[config.mk]
export PLATFORM = sky130hd
export DESIGN_NAME = keypoint_collector
export DESIGN_NICKNAME = d
export VERILOG_FILES = /design/src/rtl/kp_pkg.sv /design/src/rtl/kp_fifo.sv /design/src/rtl/keypoint_collector.sv
export SDC_FILE = /design/constraint.sdc
export NUM_CORES = 2
export LEC_CHECK = 0
export CELL_PAD_IN_SITES_DETAIL_PLACEMENT = 0
export CELL_PAD_IN_SITES_GLOBAL_PLACEMENT = 1
export CORE_MARGIN = 4
export CORE_UTILIZATION = 52
export CTS_BUF_LIST = sky130_fd_sc_hd__clkbuf_8
export CTS_CLUSTER_DIAMETER = 30
export DETAILED_ROUTE_END_ITERATION = 8
export DONT_BUFFER_PORTS = 1
export PLACE_DENSITY = 0.79
export SETUP_SLACK_MARGIN = 0.2
export SLEW_MARGIN = 20
export SYNTH_ARGS = -nofsm -noshare
export SYNTH_HDL_FRONTEND = slang
export SYNTH_SLANG_ARGS = --single-unit
[constraint.sdc]
create_clock -name clk -period 4.5 [get_ports clk]
set_clock_uncertainty 0.1 [all_clocks]
set_input_delay 0 -clock clk [delete_from_list [all_inputs] [get_ports clk]]
set_output_delay 0 -clock clk [all_outputs]
set_load 0.02 [all_outputs]
[src/rtl/kp_pkg.sv]
// Shared definitions for the keypoint collector: scale codes, coordinate and FIFO entry field widths.
// The response field is appended to each FIFO entry only when KP_RESPONSE_EN is defined.
package kp_pkg;

  localparam int KP_COORD_W    = 10;
  localparam int KP_SCALE_W    = 3;
  localparam int KP_NUM_SCALES = 6;
  localparam int KP_META_W     = 2 * KP_COORD_W + KP_SCALE_W;

  typedef enum logic [KP_SCALE_W-1:0] {
    SCALE_15 = 3'd0,
    SCALE_21 = 3'd1,
    SCALE_27 = 3'd2,
    SCALE_33 = 3'd3,
    SCALE_39 = 3'd4,
    SCALE_45 = 3'd5
  } kp_scale_e;

endpackage

[src/rtl/kp_fifo.sv]
// Synchronous keypoint FIFO with full/empty flags.
// When full, a write is still taken if a read happens in the same cycle.
module kp_fifo #(
  parameter int WIDTH = 23,
  parameter int DEPTH = 64
) (
  input  logic             clk,
  input  logic             rst,
  input  logic             wr_en,
  input  logic [WIDTH-1:0] wr_data,
  input  logic             rd_en,
  output logic [WIDTH-1:0] rd_data,
  output logic             full,
  output logic             empty
);

  localparam int AW = $clog2(DEPTH);

  logic [WIDTH-1:0] mem [DEPTH];
  logic [AW:0]      wr_ptr;
  logic [AW:0]      rd_ptr;
  logic             do_wr;
  logic             do_rd;

  // Pointers carry one extra wrap bit so that full and empty can be told apart.
  assign empty = (wr_ptr == rd_ptr);
  assign full  = (wr_ptr[AW] != rd_ptr[AW]) && (wr_ptr[AW-1:0] == rd_ptr[AW-1:0]);
  assign do_rd = rd_en & ~empty;
  assign do_wr = wr_en & (~full | do_rd);

  always_ff @(posedge clk or posedge rst) begin
    if (rst) begin
      wr_ptr <= '0;
      rd_ptr <= '0;
    end else begin
      if (do_wr) wr_ptr <= wr_ptr + (AW+1)'(1);
      if (do_rd) rd_ptr <= rd_ptr + (AW+1)'(1);
    end
  end

  always_ff @(posedge clk) begin
    if (do_wr) mem[wr_ptr[AW-1:0]] <= wr_data;
  end

  assign rd_data = mem[rd_ptr[AW-1:0]];

endmodule

[src/rtl/keypoint_collector.sv]
// Collects per-scale NMS maxima into keypoints (best flagged scale), queues them, and counts per frame.
// Define KP_RESPONSE_EN to carry the winning response through the FIFO onto kp_response.
module keypoint_collector
  import kp_pkg::*;
#(
  parameter int DATA_WIDTH   = 32,
  parameter int IMAGE_WIDTH  = 640,
  parameter int IMAGE_HEIGHT = 480,
  parameter int FIFO_DEPTH   = 64
) (
  input  logic                         clk,
  input  logic                         rst,
  input  logic                         din_valid,
  input  logic                         max_flag_scale_15,
  input  logic                         max_flag_scale_21,
  input  logic                         max_flag_scale_27,
  input  logic                         max_flag_scale_33,
  input  logic                         max_flag_scale_39,
  input  logic                         max_flag_scale_45,
  input  logic signed [DATA_WIDTH-1:0] max_response15,
  input  logic signed [DATA_WIDTH-1:0] max_response21,
  input  logic signed [DATA_WIDTH-1:0] max_response27,
  input  logic signed [DATA_WIDTH-1:0] max_response33,
  input  logic signed [DATA_WIDTH-1:0] max_response39,
  input  logic signed [DATA_WIDTH-1:0] max_response45,
  input  logic [KP_COORD_W-1:0]        x,
  input  logic [KP_COORD_W-1:0]        y,
  output logic                         kp_valid,
  input  logic                         kp_ready,
  output logic [KP_COORD_W-1:0]        kp_x,
  output logic [KP_COORD_W-1:0]        kp_y,
  output logic [KP_SCALE_W-1:0]        kp_scale,
  output logic [DATA_WIDTH-1:0]        kp_response,
  output logic                         frame_done,
  output logic [15:0]                  frame_kp_count,
  output logic                         overflow,
  output logic [15:0]                  drop_count
);

`ifdef KP_RESPONSE_EN
  localparam int ENTRY_W = KP_META_W + DATA_WIDTH;
`else
  localparam int ENTRY_W = KP_META_W;
`endif

  typedef struct packed {
    logic                         vld;
    logic [KP_SCALE_W-1:0]        code;
    logic signed [DATA_WIDTH-1:0] resp;
  } cand_t;

  // Operand a always carries the lower scale codes, so >= resolves ties toward the lower code.
  function automatic cand_t pick(input cand_t a, input cand_t b);
    if (!b.vld) return a;
    if (!a.vld) return b;
    return ($signed(a.resp) >= $signed(b.resp)) ? a : b;
  endfunction

  function automatic logic [15:0] sat_inc16(input logic [15:0] v);
    return (v == 16'hFFFF) ? v : v + 16'd1;
  endfunction

  cand_t                 cand_in [KP_NUM_SCALES];
  logic                  cand_beat;
  logic                  eof_beat;

  assign cand_in[0] = {max_flag_scale_15, SCALE_15, max_response15};
  assign cand_in[1] = {max_flag_scale_21, SCALE_21, max_response21};
  assign cand_in[2] = {max_flag_scale_27, SCALE_27, max_response27};
  assign cand_in[3] = {max_flag_scale_33, SCALE_33, max_response33};
  assign cand_in[4] = {max_flag_scale_39, SCALE_39, max_response39};
  assign cand_in[5] = {max_flag_scale_45, SCALE_45, max_response45};

  assign cand_beat = din_valid & (max_flag_scale_15 | max_flag_scale_21 | max_flag_scale_27 |
                                  max_flag_scale_33 | max_flag_scale_39 | max_flag_scale_45);
  assign eof_beat  = din_valid && (x == KP_COORD_W'(IMAGE_WIDTH - 1))
                               && (y == KP_COORD_W'(IMAGE_HEIGHT - 1));

  // Stage 1: three pairwise compares
  cand_t                 pair_p1 [3];
  logic [KP_COORD_W-1:0] x_p1;
  logic [KP_COORD_W-1:0] y_p1;
  logic                  vld_p1;
  logic                  eof_p1;

  always_ff @(posedge clk) begin
    for (int i = 0; i < 3; i++) pair_p1[i] <= pick(cand_in[2*i], cand_in[2*i+1]);
    x_p1 <= x;
    y_p1 <= y;
  end

  // Stage 2: final compare, result feeds the FIFO write slot
  cand_t                 win_c;
  logic [KP_SCALE_W-1:0] code_p2;
  logic [KP_COORD_W-1:0] x_p2;
  logic [KP_COORD_W-1:0] y_p2;
  logic                  vld_p2;
  logic                  eof_p2;

  assign win_c = pick(pick(pair_p1[0], pair_p1[1]), pair_p1[2]);

`ifdef KP_RESPONSE_EN
  logic [DATA_WIDTH-1:0] resp_p2;
  always_ff @(posedge clk) resp_p2 <= win_c.resp;
`else
  logic resp_unused;
  assign resp_unused = ^win_c.resp;
`endif

  always_ff @(posedge clk) begin
    code_p2 <= win_c.code;
    x_p2    <= x_p1;
    y_p2    <= y_p1;
  end

  always_ff @(posedge clk or posedge rst) begin
    if (rst) begin
      vld_p1 <= 1'b0;
      eof_p1 <= 1'b0;
      vld_p2 <= 1'b0;
      eof_p2 <= 1'b0;
    end else begin
      vld_p1 <= cand_beat;
      eof_p1 <= eof_beat;
      vld_p2 <= vld_p1 & win_c.vld;
      eof_p2 <= eof_p1;
    end
  end

  // FIFO write / read and output presentation
  logic [ENTRY_W-1:0] fifo_wr_data;
  logic [ENTRY_W-1:0] fifo_rd_data;
  logic               fifo_full;
  logic               fifo_empty;
  logic               rd_en;
  logic               accept;
  logic               drop;

`ifdef KP_RESPONSE_EN
  assign fifo_wr_data = {x_p2, y_p2, code_p2, resp_p2};
`else
  assign fifo_wr_data = {x_p2, y_p2, code_p2};
`endif

  assign rd_en  = kp_valid & kp_ready;
  assign accept = vld_p2 & (~fifo_full | rd_en);
  assign drop   = vld_p2 & fifo_full & ~rd_en;

  kp_fifo #(
    .WIDTH (ENTRY_W),
    .DEPTH (FIFO_DEPTH)
  ) u_fifo (
    .clk     (clk),
    .rst     (rst),
    .wr_en   (vld_p2),
    .wr_data (fifo_wr_data),
    .rd_en   (rd_en),
    .rd_data (fifo_rd_data),
    .full    (fifo_full),
    .empty   (fifo_empty)
  );

  // Unread FIFO slots hold stale data, so the head is masked to zero while empty.
  assign kp_valid = ~fifo_empty;
  assign kp_x     = kp_valid ? fifo_rd_data[ENTRY_W-1 -: KP_COORD_W] : '0;
  assign kp_y     = kp_valid ? fifo_rd_data[ENTRY_W-KP_COORD_W-1 -: KP_COORD_W] : '0;
  assign kp_scale = kp_valid ? fifo_rd_data[ENTRY_W-2*KP_COORD_W-1 -: KP_SCALE_W] : '0;
`ifdef KP_RESPONSE_EN
  assign kp_response = kp_valid ? fifo_rd_data[DATA_WIDTH-1:0] : '0;
`else
  assign kp_response = '0;
`endif

  assign frame_done = eof_p2;

  // Frame statistics; overflow history survives frame boundaries
  logic [15:0] frame_cnt;

  always_ff @(posedge clk or posedge rst) begin
    if (rst) begin
      frame_cnt      <= '0;
      frame_kp_count <= '0;
      drop_count     <= '0;
      overflow       <= 1'b0;
    end else begin
      if (eof_p2) begin
        frame_kp_count <= accept ? sat_inc16(frame_cnt) : frame_cnt;
        frame_cnt      <= '0;
      end else if (accept) begin
        frame_cnt <= sat_inc16(frame_cnt);
      end
      if (drop) begin
        overflow   <= 1'b1;
        drop_count <= sat_inc16(drop_count);
      end
    end
  end

endmodule

==> flow_summary.json <==
{
  "run_status": "complete, but fails checks",
  "failed_checks": "negative setup slack",
  "wire_length_per_cell_after_detailed_routing_um": 28.20,
  "io_pins": 312,
  "cp_common_cell": "mux2_4",
  "yosysSeqAreaShare_pct": 71.93,
  "slew_violations": 0,
  "max-clock-path-buffers": 4,
  "final-setup-viol-count": 3,
  "final_cell_count_without_fillers": 6021,
  "vias_in_the_first_global_route": 37580,
  "p_per_area_nw_per_um2": 579.2,
  "ctsRootBufferMaster": "clkbuf_8",
  "crit_path_end_kind": "flop",
  "path_buf_inv": 3,
  "required_ps": 5230,
  "postSynth.asyncResetShare_pct": 3.979,
  "global_route.usage.total_pct": 24.97,
  "crit_type": "flop to flop",
  "detailed_place_hpwl_mm": 92.52,
  "cts_sinks": 1684,
  "viasPerCell": 5.916,
  "post-route-min-period_ps": 4773,
  "launching_element_type_of_the_critical_path": "flop",
  "postRouteAntennaNets": 0,
  "finalCritPeriodShare_pct": 106.1,
  "route.vias.total": 35620,
  "clock_insertion_delay_worst_skew_ps": 970,
  "cts_tree": "yes",
  "critical_path.slowest_cell": "dfxtp_1",
  "clock.fmax_mhz": 209.5,
  "worst_path_largest_cell_delay_ps": 380,
  "pin_count_of_the_biggest_net_entering_global_routing": 144,
  "highest_count_cells_in_the_layout_ignoring_fill_and_taps": "edfxtp_1 (1472), mux4_2 (483), dlygate4sd3_1 (354)",
  "dp.cells": 5087,
  "grt_pass1_wl_mm": 247.9,
  "reg2reg_slack_ps": -270,
  "overflow": 0,
  "post-route-worst-setup-slack_ps": -273.1,
  "synthesis.area_per_instance_um2": 20.23,
  "synthesis.instances": 3352,
  "die_y_um": 369.1,
  "unrepaired_setup_endpoints_after_global_routing": "yes",
  "initialDrtViolationCount": 3945,
  "layout.nets": 4426,
  "power_leakage_nw": 28.43,
  "critical_path.cell_chain": "ha_4 > nand4_1 > nor2_4 > and3_4 > a2111oi_4 > mux2_4 > a22oi_2 > buf_6 > clkbuf_16 > buf_4 > mux2_2 > ha_1 > a21oi_1 > o21ai_0 > a221oi_2 > o211ai_1 > a21oi_2 > xnor2_1 > o211a_1 > mux2_4",
  "synth_seq_cells": 1684,
  "clkTransAtPathRegs_ps": 60,
  "transition_time_at_the_pin_with_the_least_slew_margin_ps": 998.6,
  "critical_path.max_fanout": 7,
  "route.final.wire_length_mm": 169.8,
  "unique_cell_type_count_in_the_yosys_netlist": 59,
  "number_of_antenna_violations_at_the_first_check_in_global_routing": 12,
  "post_synth_design_cell_area_um2": 67820,
  "fill_cells": 8651,
  "core_region_area_um2": 129500,
  "critPathArrivalTime_ps": 5500,
  "mostFrequentLayoutCell": "edfxtp_1",
  "die-area_um2": 136300,
  "drc": 0,
  "start_util_pct": 52.37,
  "count_of_standard_cell_rows": 132,
  "hold_path_class": "input pin to asynchronous set/reset pin",
  "worst_ir_drop_vdd_uv": 606.4,
  "worst_path_dominant_cell_family": "compound AO/OA/AOI/OAI gates",
  "yosys_warnings": 0,
  "slew-limit-headroom_pct": 33.43,
  "final_layout_size_suffix_gt1_share_pct": 31.19,
  "io_buffers": 0,
  "die_x_um": 369.1,
  "htreeDepth": 5,
  "area_growth_syn_to_layout_pct": 20.17,
  "dr.pass1.iters": 5,
  "drv_cap": 0,
  "final_hold_viol_count": 0,
  "tritoncts.num_buffers": 321,
  "finalWeightedCongestion": 0.8476,
  "most_used_flip_flop_cell_after_synthesis": "edfxtp_1",
  "holdWs_ps": 92.45,
  "synth_enable_flop_cells": 1472
}
==> path summary, 6_finish.rpt <==
check | startpoint | end | depth (start not counted)
hold reg to reg | y_p1[6] | y_p2[6] | 0
max in group asynchronous | rst | u_fifo.rd_ptr[3] | 4
min in group clk | y[1] | y_p1[1] | 2
setup / recovery | pair_p1[0][30] | code_p2[0] | 20
hold / removal | rst | drop_count[0] | 4
setup reg to reg | pair_p1[0][30] | code_p2[0] | 20
==> registers in the layout, indices dropped and copies added (netlist names) <==
register / cells
vld_p1: 1
code_p2: 3
x_p2: 10
u_fifo.mem: 1472
frame_kp_count: 16
frame_done: 1
vld_p2: 1
pair_p1: 102
y_p1: 10
u_fifo.rd_ptr: 7
overflow: 1
frame_cnt: 16
drop_count: 16
eof_p1: 1
u_fifo.wr_ptr: 7
y_p2: 10
x_p1: 10
==> tightest hold or removal path, cell delays in order <==
cell,delay (ps)
dlygate4sd3_1,530
dlygate4sd3_1,570
clkinv_2,160
buf_16,270
==> cell usage after synthesis, drive strengths merged (2+ instances only) <==
master,n,area [µm²]
nor2b,36,225.2
mux2i,3,30.03
a211o,2,17.52
or3,2,12.51
o21a,5,37.54
mux4,483,10880
dfxtp,145,2903
and3,15,93.84
o211ai,8,60.06
nand3,28,140.1
inv,175,656.9
edfxtp,1472,44200
nor4,5,31.28
a211oi,3,22.52
o31a,4,35.03
nand2b,6,37.54
nand4b,3,26.28
xor2,21,183.9
a31oi,4,25.02
clkbuf,71,266.5
o21ai,20,100.1
a2111oi,3,26.28
nand4,35,219.0
a21o,39,292.8
nand3b,5,37.54
nand2,50,187.7
buf,102,550.5
mux2,136,1531
and4,6,52.55
o22ai,3,18.77
or2,5,31.28
dfrtp,67,1677
o31ai,4,30.03
a221oi,3,26.28
a21oi,52,260.3
xnor2,24,210.2
nor2,122,457.9
ha,164,2052
nor3,4,20.02
==> final cells by class <==
type	instances	area, µm²	area share, %
Sequential cell	1684	48850	59.95
Clock buffer	333	4583	5.624
Antenna cell	9	22.52	0.02764
Timing Repair Buffer	507	5066	6.217
Clock inverter	220	1946	2.387
Tap cell	1742	2180	2.675
Inverter	175	658.1	0.8076
Multi-Input combinational cell	1351	18180	22.31
==> repair_timing <==
| action | in CTS | in global routing |
|---|---|---|
| gates cloned | 2 | 3 |
| endpoints found under the hold margin | 241 | 0 |
| resized for setup | 27 | 28 |
| hold buffers | 355 | 0 |
| pin swaps | 1 | 16 |
| endpoints found under the setup margin | 26 | 5 |
| setup buffers | 5 | 7 |
==> per-stage QoR <==
stage / utilization [%] / power (mW) / setup WS, ps / area (µm²) / TNS (ps)
global placement: 54.70 / 31.57 / -378.7 / 70820 / -815.3
finish: 62.94 / 47.20 / -273.1 / 81490 / -505.7
CTS: 62.72 / 47.36 / -243.7 / 81210 / -416.1
detailed placement: 54.70 / 31.69 / -448.8 / 70830 / -1029
floorplan: - / 27.36 / 128.0 / 68020 / 0
global route: 62.93 / 49.02 / -418.2 / 81490 / -1031
==> power by group <==
group	total [mW]	switching, mW	internal, mW	leakage (nW)
logic	13.7	7.50	6.25	9.57
registers	18.3	0.370	17.9	15.3
clock network	15.2	6.25	8.91	3.56
==> layer usage <==
layer | global-route usage (%) | vias to the layer above | part of all wire (%)
met1 | 33.44 | 18370 | 38
met2 | 40.80 | 1906 | 50
met4 | 8.728 | 4 | 3.3
met5 | 0 | - | 0.015
met3 | 5.706 | 355 | 9.1
li1 | - | 14990 | -
==> kinds of logic (layout without fill, tap and decap cells) <==
group	count (synthesis)	in the layout	synth area share (%)
adders and majority gates	164	164	3.026
and+or+nand+nor	328	328	2.395
DFF	1684	1684	71.93
other	1	41	0.005530
xor gates and xnor gates	45	45	0.5812
AOI/OAI and AO/OA	160	160	1.542
muxes	622	622	18.34
buffers and inverters	348	1235	2.173
Power figures use the tool's default switching activity.
